--- src/rtl/dmem_port_ctrl.sv ---
// Data-memory port controller: bridges pipeline loads/stores onto a word-wide
// memory bus, with read-modify-write for byte/halfword stores and a read timeout.
module dmem_port_ctrl #(
  parameter int TIMEOUT_CYCLES = 255
) (
  input  logic        clock,
  input  logic        reset,
  input  logic        pipe_valid,
  output logic        pipe_ready,
  input  logic [31:0] pipe_address,
  input  logic [31:0] pipe_writedata,
  input  logic        pipe_memread,
  input  logic        pipe_memwrite,
  input  logic [1:0]  pipe_maskmode,
  input  logic        pipe_sext,
  output logic        pipe_done,
  output logic        pipe_error,
  output logic [31:0] pipe_readdata,
  output logic        mem_request_valid,
  input  logic        mem_request_ready,
  output logic [31:0] mem_request_address,
  output logic [31:0] mem_request_writedata,
  output logic [1:0]  mem_request_operation,
  input  logic        mem_response_valid,
  input  logic [31:0] mem_response_data
);

  localparam int CW = (TIMEOUT_CYCLES < 2) ? 1 : $clog2(TIMEOUT_CYCLES + 1);
  localparam logic [CW-1:0] CNT_MAX  = {CW{1'b1}};
  localparam logic [CW-1:0] CNT_LAST = CW'(TIMEOUT_CYCLES - 1);

  typedef enum logic [2:0] {
    IDLE,
    RD_REQ,
    RD_WAIT,
    RMW_REQ,
    RMW_WAIT,
    WR_REQ,
    FIN
  } state_e;

  state_e         state_q;
  logic [31:0]    addr_q;
  logic [31:0]    wdata_q;
  logic [31:0]    reqData_q;
  logic [31:0]    rdata_q;
  logic [1:0]     mask_q;
  logic           sext_q;
  logic           err_q;
  logic [CW-1:0]  cnt_q;

  logic [4:0]     laneShift;
  logic [31:0]    laneData;
  logic [31:0]    loadValue;
  logic [31:0]    laneMask;
  logic [31:0]    mergeValue;
  logic           acceptError;
  logic           waitTimeout;
  logic [CW-1:0]  cntInc;

  // Lane extraction for loads and lane merge for sub-word stores share one shift.
  always_comb begin
    laneShift = {addr_q[1:0], 3'b000};
    laneData  = mem_response_data >> laneShift;
    case (mask_q)
      2'd0:    loadValue = {{24{sext_q & laneData[7]}}, laneData[7:0]};
      2'd1:    loadValue = {{16{sext_q & laneData[15]}}, laneData[15:0]};
      default: loadValue = laneData;
    endcase
    laneMask   = ((mask_q == 2'd0) ? 32'h0000_00FF : 32'h0000_FFFF) << laneShift;
    mergeValue = (mem_response_data & ~laneMask) | ((wdata_q << laneShift) & laneMask);
  end

  assign acceptError = (pipe_memread == pipe_memwrite) ||
                       (pipe_maskmode == 2'd3) ||
                       ((pipe_maskmode == 2'd1) && pipe_address[0]) ||
                       ((pipe_maskmode == 2'd2) && (pipe_address[1:0] != 2'b00));

  assign waitTimeout = (cnt_q >= CNT_LAST);
  assign cntInc      = (cnt_q == CNT_MAX) ? cnt_q : cnt_q + 1'b1;

  assign pipe_ready            = (state_q == IDLE);
  assign pipe_done             = (state_q == FIN);
  assign pipe_error            = (state_q == FIN) && err_q;
  assign pipe_readdata         = rdata_q;
  assign mem_request_valid     = state_q inside {RD_REQ, RMW_REQ, WR_REQ};
  assign mem_request_address   = {addr_q[31:2], 2'b00};
  assign mem_request_writedata = reqData_q;
  assign mem_request_operation = (state_q == WR_REQ) ? 2'd1 : 2'd0;

  // Response data is only looked at in the request/wait states, so late responses fall on the floor.
  always_ff @(posedge clock or negedge reset) begin
    if (!reset) begin
      state_q   <= IDLE;
      addr_q    <= '0;
      wdata_q   <= '0;
      reqData_q <= '0;
      rdata_q   <= '0;
      mask_q    <= '0;
      sext_q    <= 1'b0;
      err_q     <= 1'b0;
      cnt_q     <= '0;
    end else begin
      case (state_q)
        IDLE: begin
          if (pipe_valid) begin
            addr_q  <= pipe_address;
            wdata_q <= pipe_writedata;
            mask_q  <= pipe_maskmode;
            sext_q  <= pipe_sext;
            if (acceptError) begin
              err_q   <= 1'b1;
              rdata_q <= '0;
              state_q <= FIN;
            end else begin
              err_q <= 1'b0;
              if (pipe_memread) begin
                state_q <= RD_REQ;
              end else if (pipe_maskmode == 2'd2) begin
                reqData_q <= pipe_writedata;
                state_q   <= WR_REQ;
              end else begin
                state_q <= RMW_REQ;
              end
            end
          end
        end
        RD_REQ: begin
          if (mem_request_ready) begin
            if (mem_response_valid) begin
              rdata_q <= loadValue;
              state_q <= FIN;
            end else begin
              cnt_q   <= '0;
              state_q <= RD_WAIT;
            end
          end
        end
        RMW_REQ: begin
          if (mem_request_ready) begin
            if (mem_response_valid) begin
              reqData_q <= mergeValue;
              state_q   <= WR_REQ;
            end else begin
              cnt_q   <= '0;
              state_q <= RMW_WAIT;
            end
          end
        end
        RD_WAIT: begin
          if (mem_response_valid) begin
            rdata_q <= loadValue;
            state_q <= FIN;
          end else begin
            cnt_q <= cntInc;
            if (waitTimeout) begin
              err_q   <= 1'b1;
              rdata_q <= '0;
              state_q <= FIN;
            end
          end
        end
        RMW_WAIT: begin
          if (mem_response_valid) begin
            reqData_q <= mergeValue;
            state_q   <= WR_REQ;
          end else begin
            cnt_q <= cntInc;
            if (waitTimeout) begin
              err_q   <= 1'b1;
              rdata_q <= '0;
              state_q <= FIN;
            end
          end
        end
        WR_REQ: begin
          if (mem_request_ready) begin
            state_q <= FIN;
          end
        end
        FIN: begin
          state_q <= IDLE;
        end
        default: begin
          state_q <= IDLE;
        end
      endcase
    end
  end

endmodule

--- config.mk ---
export PLATFORM = sky130hd
export DESIGN_NAME = dmem_port_ctrl
export DESIGN_NICKNAME = d
export VERILOG_FILES = /design/src/rtl/dmem_port_ctrl.sv
export SDC_FILE = /design/constraint.sdc
export NUM_CORES = 1
export LEC_CHECK = 0
export CAP_MARGIN = 20
export CORE_ASPECT_RATIO = 1.25
export CORE_MARGIN = 2
export CORE_UTILIZATION = 25
export CTS_BUF_LIST = sky130_fd_sc_hd__clkbuf_2
export DETAILED_ROUTE_END_ITERATION = 10
export PLACE_DENSITY = 0.47
export SKIP_LAST_GASP = 1
export SLEW_MARGIN = 20
export SYNTH_ARGS = -nofsm -noshare
export SYNTH_HDL_FRONTEND = slang
export SYNTH_SLANG_ARGS = --single-unit
--- constraint.sdc ---
create_clock -name clock -period 2.35 [get_ports clock]
set_clock_uncertainty 0.2 [all_clocks]
set_input_delay 0.705 -clock clock [delete_from_list [all_inputs] [get_ports clock]]
set_output_delay 0.705 -clock clock [all_outputs]
set_load 0.01 [all_outputs]
== After elaboration in Yosys (flattened, before gate mapping) ==
Cells that the tools add are included.

* Output and inout bits: 102
* Register bits: 143

* Eq/ne operators: 27
* Bitwise operators: 6
* Reductions and logical operators: 22
* $lt $le $gt $ge: 1
* Add/subtract/negate cells: 1
* Mux-type cells: 41
* Shift operators: 3

{| class="wikitable"
|+ Operators by type and width
! cell !! number
|-
| two-way mux 32 bit || 13
|-
| one-hot mux 32 bit (4 select lines) || 1
|-
| one-hot mux 32 bit (3 select lines) || 1
|-
| bitwise AND 32 bit || 2
|-
| one-hot mux 32 bit (2 select lines) || 1
|-
| two-way mux 3 bit || 11
|-
| two-way mux 8 bit || 4
|-
| NOT 32 bit || 1
|-
| OR 32 bit || 1
|-
| left shift 16 x 5 -> 32 bit || 1
|-
| left shift 32 x 5 -> 32 bit || 1
|-
| >> shifter 32 x 5 -> 32 bit || 1
|-
| inequality test 2 bit, second input constant || 11
|-
| one-hot mux 3 bit (6 select lines) || 1
|-
| two-way mux 16 bit || 1
|-
| one-hot mux 8 bit (2 select lines) || 1
|-
| AND reduction 6 bit || 2
|-
| equality test 3 bit, second input constant || 3
|-
| adder 8 x 1 -> 8 bit, second input constant || 1
|-
| equality test 8 bit, second input constant || 1
|-
| >= comparator 8 bit, second input constant || 1
|-
| inequality test 2 x 1 -> 1 bit, second input constant || 4
|-
| AND reduction 4 bit || 2
|-
| equality test 3 x 2 -> 1 bit, second input constant || 2
|-
| 17 further kinds || 33
|}

== Depth between registers and ports, before layout ==
* Depth after elaboration: 9
* Gate-level depth with buffers: 8
* Depth with buffers taken out: 6

== Least setup slack after synthesis ==
No wires, ideal clock.

* Path type: register to output
* Start: register state_q[2]
* End: output port pipe_error
* Data required time: 1.445 ns
* Setup slack: -0.026 ns
* Data arrival time: 1.471 ns
* Buffers on the path: 2
* Cell stages (with the launch flop): 5
* Cell sequence: dfrtp_1 buf_2 clkbuf_1 nor3b_1 and2_1

* Cells in the longest elaborated chain, start to end: 2

{| class="wikitable"
|+ RTL lines
! what !! line !! source
|-
| start, declared || 42 || <nowiki>state_e state_q;</nowiki>
|-
| start signal, assigned || 94 || <nowiki>state_q <= IDLE;</nowiki>
|-
| start signal, assigned || 114 || <nowiki>state_q <= FIN;</nowiki>
|-
| start signal, assigned || 118 || <nowiki>state_q <= RD_REQ;</nowiki>
|-
| equality test 3 bit || - ||
|-
| net pipe_done || 16 || <nowiki>output logic pipe_done,</nowiki>
|-
| logical AND 1 bit || 84 || <nowiki>assign pipe_error = (state_q == FIN) && err_q;</nowiki>
|-
| end, declared || 17 || <nowiki>output logic pipe_error,</nowiki>
|}

The timed path passes the listed nets, and every way through them passes these cells.

== Worst setup path in the final report ==
* Start: register state_q[0]
* End: output port pipe_error

* Cells in the longest elaborated chain, start to end: 2

{| class="wikitable"
|+ RTL lines
! what !! line
|-
| equality test 3 bit || 84
|-
| logical AND 1 bit || 84
|}

Every way passes these cells.

==> results.md <==
- Status: complete, but fails checks
- Failing checks: negative setup slack
- Placed cells: 1340
- Drt first-iter violations: 583
- Worst setup EP type: primary output
- CP Launch Type: flop
- Clock slew at reported path FFs: 0.20 ns
- Initial Utilization: 25.4%
- Post-synth EDFFs: 0
- Die Ht: 199 um
- Layout cells sized above 1: 44.4%
- Routed vias: 7079
- Routability congestion estimate: 0.839
- CTS Buf Count: 17
- Combined area of the multi-input logic cells: 4150 sq um
- H-tree depth: 4
- VDD IR max: 0.498 mV
- Root Buffer: clkbuf_2
- Post-DP Area: 10600 sq um
- Tot GR Track Use: 17.7%
- Leakage: 4.87 nW
- FF+latch count, synth: 127
- Part of the Yosys area used for sequential elements: 41.7%
- Relative slew slack: 58.6%
- Final worst slack: -0.258 ns
- Critical path type: reg2out
- Die area: 31900 sq um
- Setup TNS: -1.12 ns
- Data required time at the worst endpoint: 1.44 ns
- Fin Hold WS: 0.203 ns
- Synth area leaders: dfrtp_1, mux2_2, nand3_1
- Final Instance Area: 11200 sq um
- Top Metal Used: met5
- DRC viols: 0
- Syn Inst Count: 724
- Slew Limit Fails: 0
- CTS tree: built
- Row count: 71
- WL per Instance: 20.3 um
- Period utilization: 111%
- P&R area growth vs syn: 47.3%
- Post-DP HPWL: 20800 um
- Clk sinks: 127
- Met2 WL: 14400 um
- Worst-path maximum fanout: 4
- Clock latency on the worst-skew pair: 0.76 ns
- Non-Filler Instances: 1431
- Drt pass-1 iters: 5
- Core Footprint: 30000 sq um
- Most frequent cells in the layout: buf_4, dfrtp_1, mux2_2, clkdlybuf4s50_1, buf_2
- WL final: 29100 um
- Die Width: 160 um
- HP Class: in2async
- Number of antenna violations at the first check in global routing: 3
- CTS max path bufs: 2
- Pwr Density: 1290 nW/um^2
- Met1 wire length: 12300 um
- Min Clock Period, post-route: 2.61 ns
- RSZ-0062 raised after global routing: yes
- Synth Area per Inst: 10.5 sq um
- Post-synth cell types: 62
- Yosys top cell by area: dfrtp_1
- Number of vias per cell: 4.95
- Worst-Margin Slew: 0.621 ns
- Predominant post-synthesis flop cell: dfrtp_1
- Top Ports: 208
- Fmax: 383 MHz
- Final nets: 1124
- Global-route wire length before repair: 43000 um
- Vias in the first global route: 7061
- WL met3: 1570 um
- Post-Syn Area: 7610 sq um
- FILL cells: 3130
- Seq. cell area: 3180 sq um
- Fin. Hold Viols: 0
- Final setup viols: 8
- Input/output buffers: 204
- Ys Warns: 0
- Max-cap viol count: 0
- Final core utilization: 37.4%
- Commonest non-fill, non-tap cell in the layout: buf_4
- Routed Antenna Nets: 0
- Largest net degree at the start of global routing: 62
- Worst EP arrival: 1.70 ns
- Post-synth ARST share: 100%
- GRT overflow: 0
- Post-synth top area share: 41.7%
## final timing paths
path	from	end	slack, ns	cells after the start
max in group asynchronous	reset	mem_request_writedata[9]	1.10	3
hold reg to reg	mem_request_writedata[14]	mem_request_writedata[14]	0.33	1
min in group clock	mem_request_writedata[14]	mem_request_writedata[14]	0.33	1
setup / recovery	state_q[0]	pipe_error	-0.26	3
hold / removal	reset	mem_request_writedata[19]	0.20	2
setup reg to reg	state_q[0]	mem_request_writedata[0]	-0.01	8
## timing repair
action                                  4_1_cts  5_1_grt
cloned                                        0        6
endpoints found under the setup margin      100      100
setup buffers                                35       16
hold endpoints to repair                    127        0
pin swaps                                     2       12
resized for setup                           411       64
hold buffers                                  1        0
## cell families (layout without fill, tap and decap cells)
family                     Yosys count  after routing  synth area share [%]
AOI/OAI and AO/OA                  164            164                  16.1
xor gates and xnor gates             2              2                 0.230
adders and majority gates            2              2                 0.329
buffers and inverters              113            415                  7.62
DFF                                127            127                  41.7
muxes                              147            147                  22.4
other                                1              5                0.0492
and+or+nand+nor                    168            168                  11.5
## state kept, by name, indices dropped and copies added, names as in the netlist, 2 cells and up
signal / flops
state_q: 3
addr_q: 32
mem_request_writedata: 32
pipe_readdata: 32
wdata_q: 16
mask_q: 2
cnt_q: 8
## layer usage
layer / GRT usage [%] / vias up
li1: - / 3282
met2: 29.3 / 224
met5: 0 / -
met3: 4.71 / 46
met1: 22.2 / 3525
met4: 6.21 / 2
## report_power, final
group	switching, mW	internal (mW)	leakage, nW	total, mW
sequential	0.725	3.17	1.57	3.89
clock	0.888	0.473	0.117	1.36
combinational	4.57	4.67	3.19	9.24
total	6.18	8.31	4.87	14.5
## per-stage QoR
| step | power (mW) | setup slack, ns |
|---|---|---|
| after floorplan | 8.79 | 0.0977 |
| after global placement | 12.5 | -0.522 |
| after detailed placement | 12.5 | -0.535 |
| after CTS | 13.6 | -0.351 |
| after global routing | 15.4 | -0.426 |
| final | 14.5 | -0.258 |
## worst max-delay path, stage by stage (launching register included)
cell     delay, ns
dfrtp_2       0.48
nor3b_4       0.22
and2_4        0.16
buf_6         0.09
## cell usage after synthesis, types with 3 or more instances
library cell,n
buf_4,33
nor2_1,10
nand2b_1,4
and2_1,6
buf_2,26
clkbuf_1,30
nand3_1,71
a21o_1,5
o31a_1,3
nor3b_1,3
or3_1,3
o221ai_1,13
or2_2,3
nand2_1,32
o31ai_1,13
a32oi_1,24
a21oi_1,20
mux2i_1,30
nand3b_1,7
buf_1,6
a221oi_1,3
mux4_2,8
inv_1,18
nor2b_1,3
o21ai_0,33
nor3_1,14
or4_1,3
o211ai_1,26
dfrtp_1,127
mux2_2,109
## final cells by class
type                       count  share of cell area (%)
sequential                   127                    28.4
antenna                        2                  0.0446
clock inverter                12                    1.08
timing repair buffer         366                    27.6
tap                          401                    4.47
inverter                      18                   0.602
clock buffer                  19                   0.848
multi-input combinational    486                    37.0
Note: power is estimated with default switching activity, not from simulation.
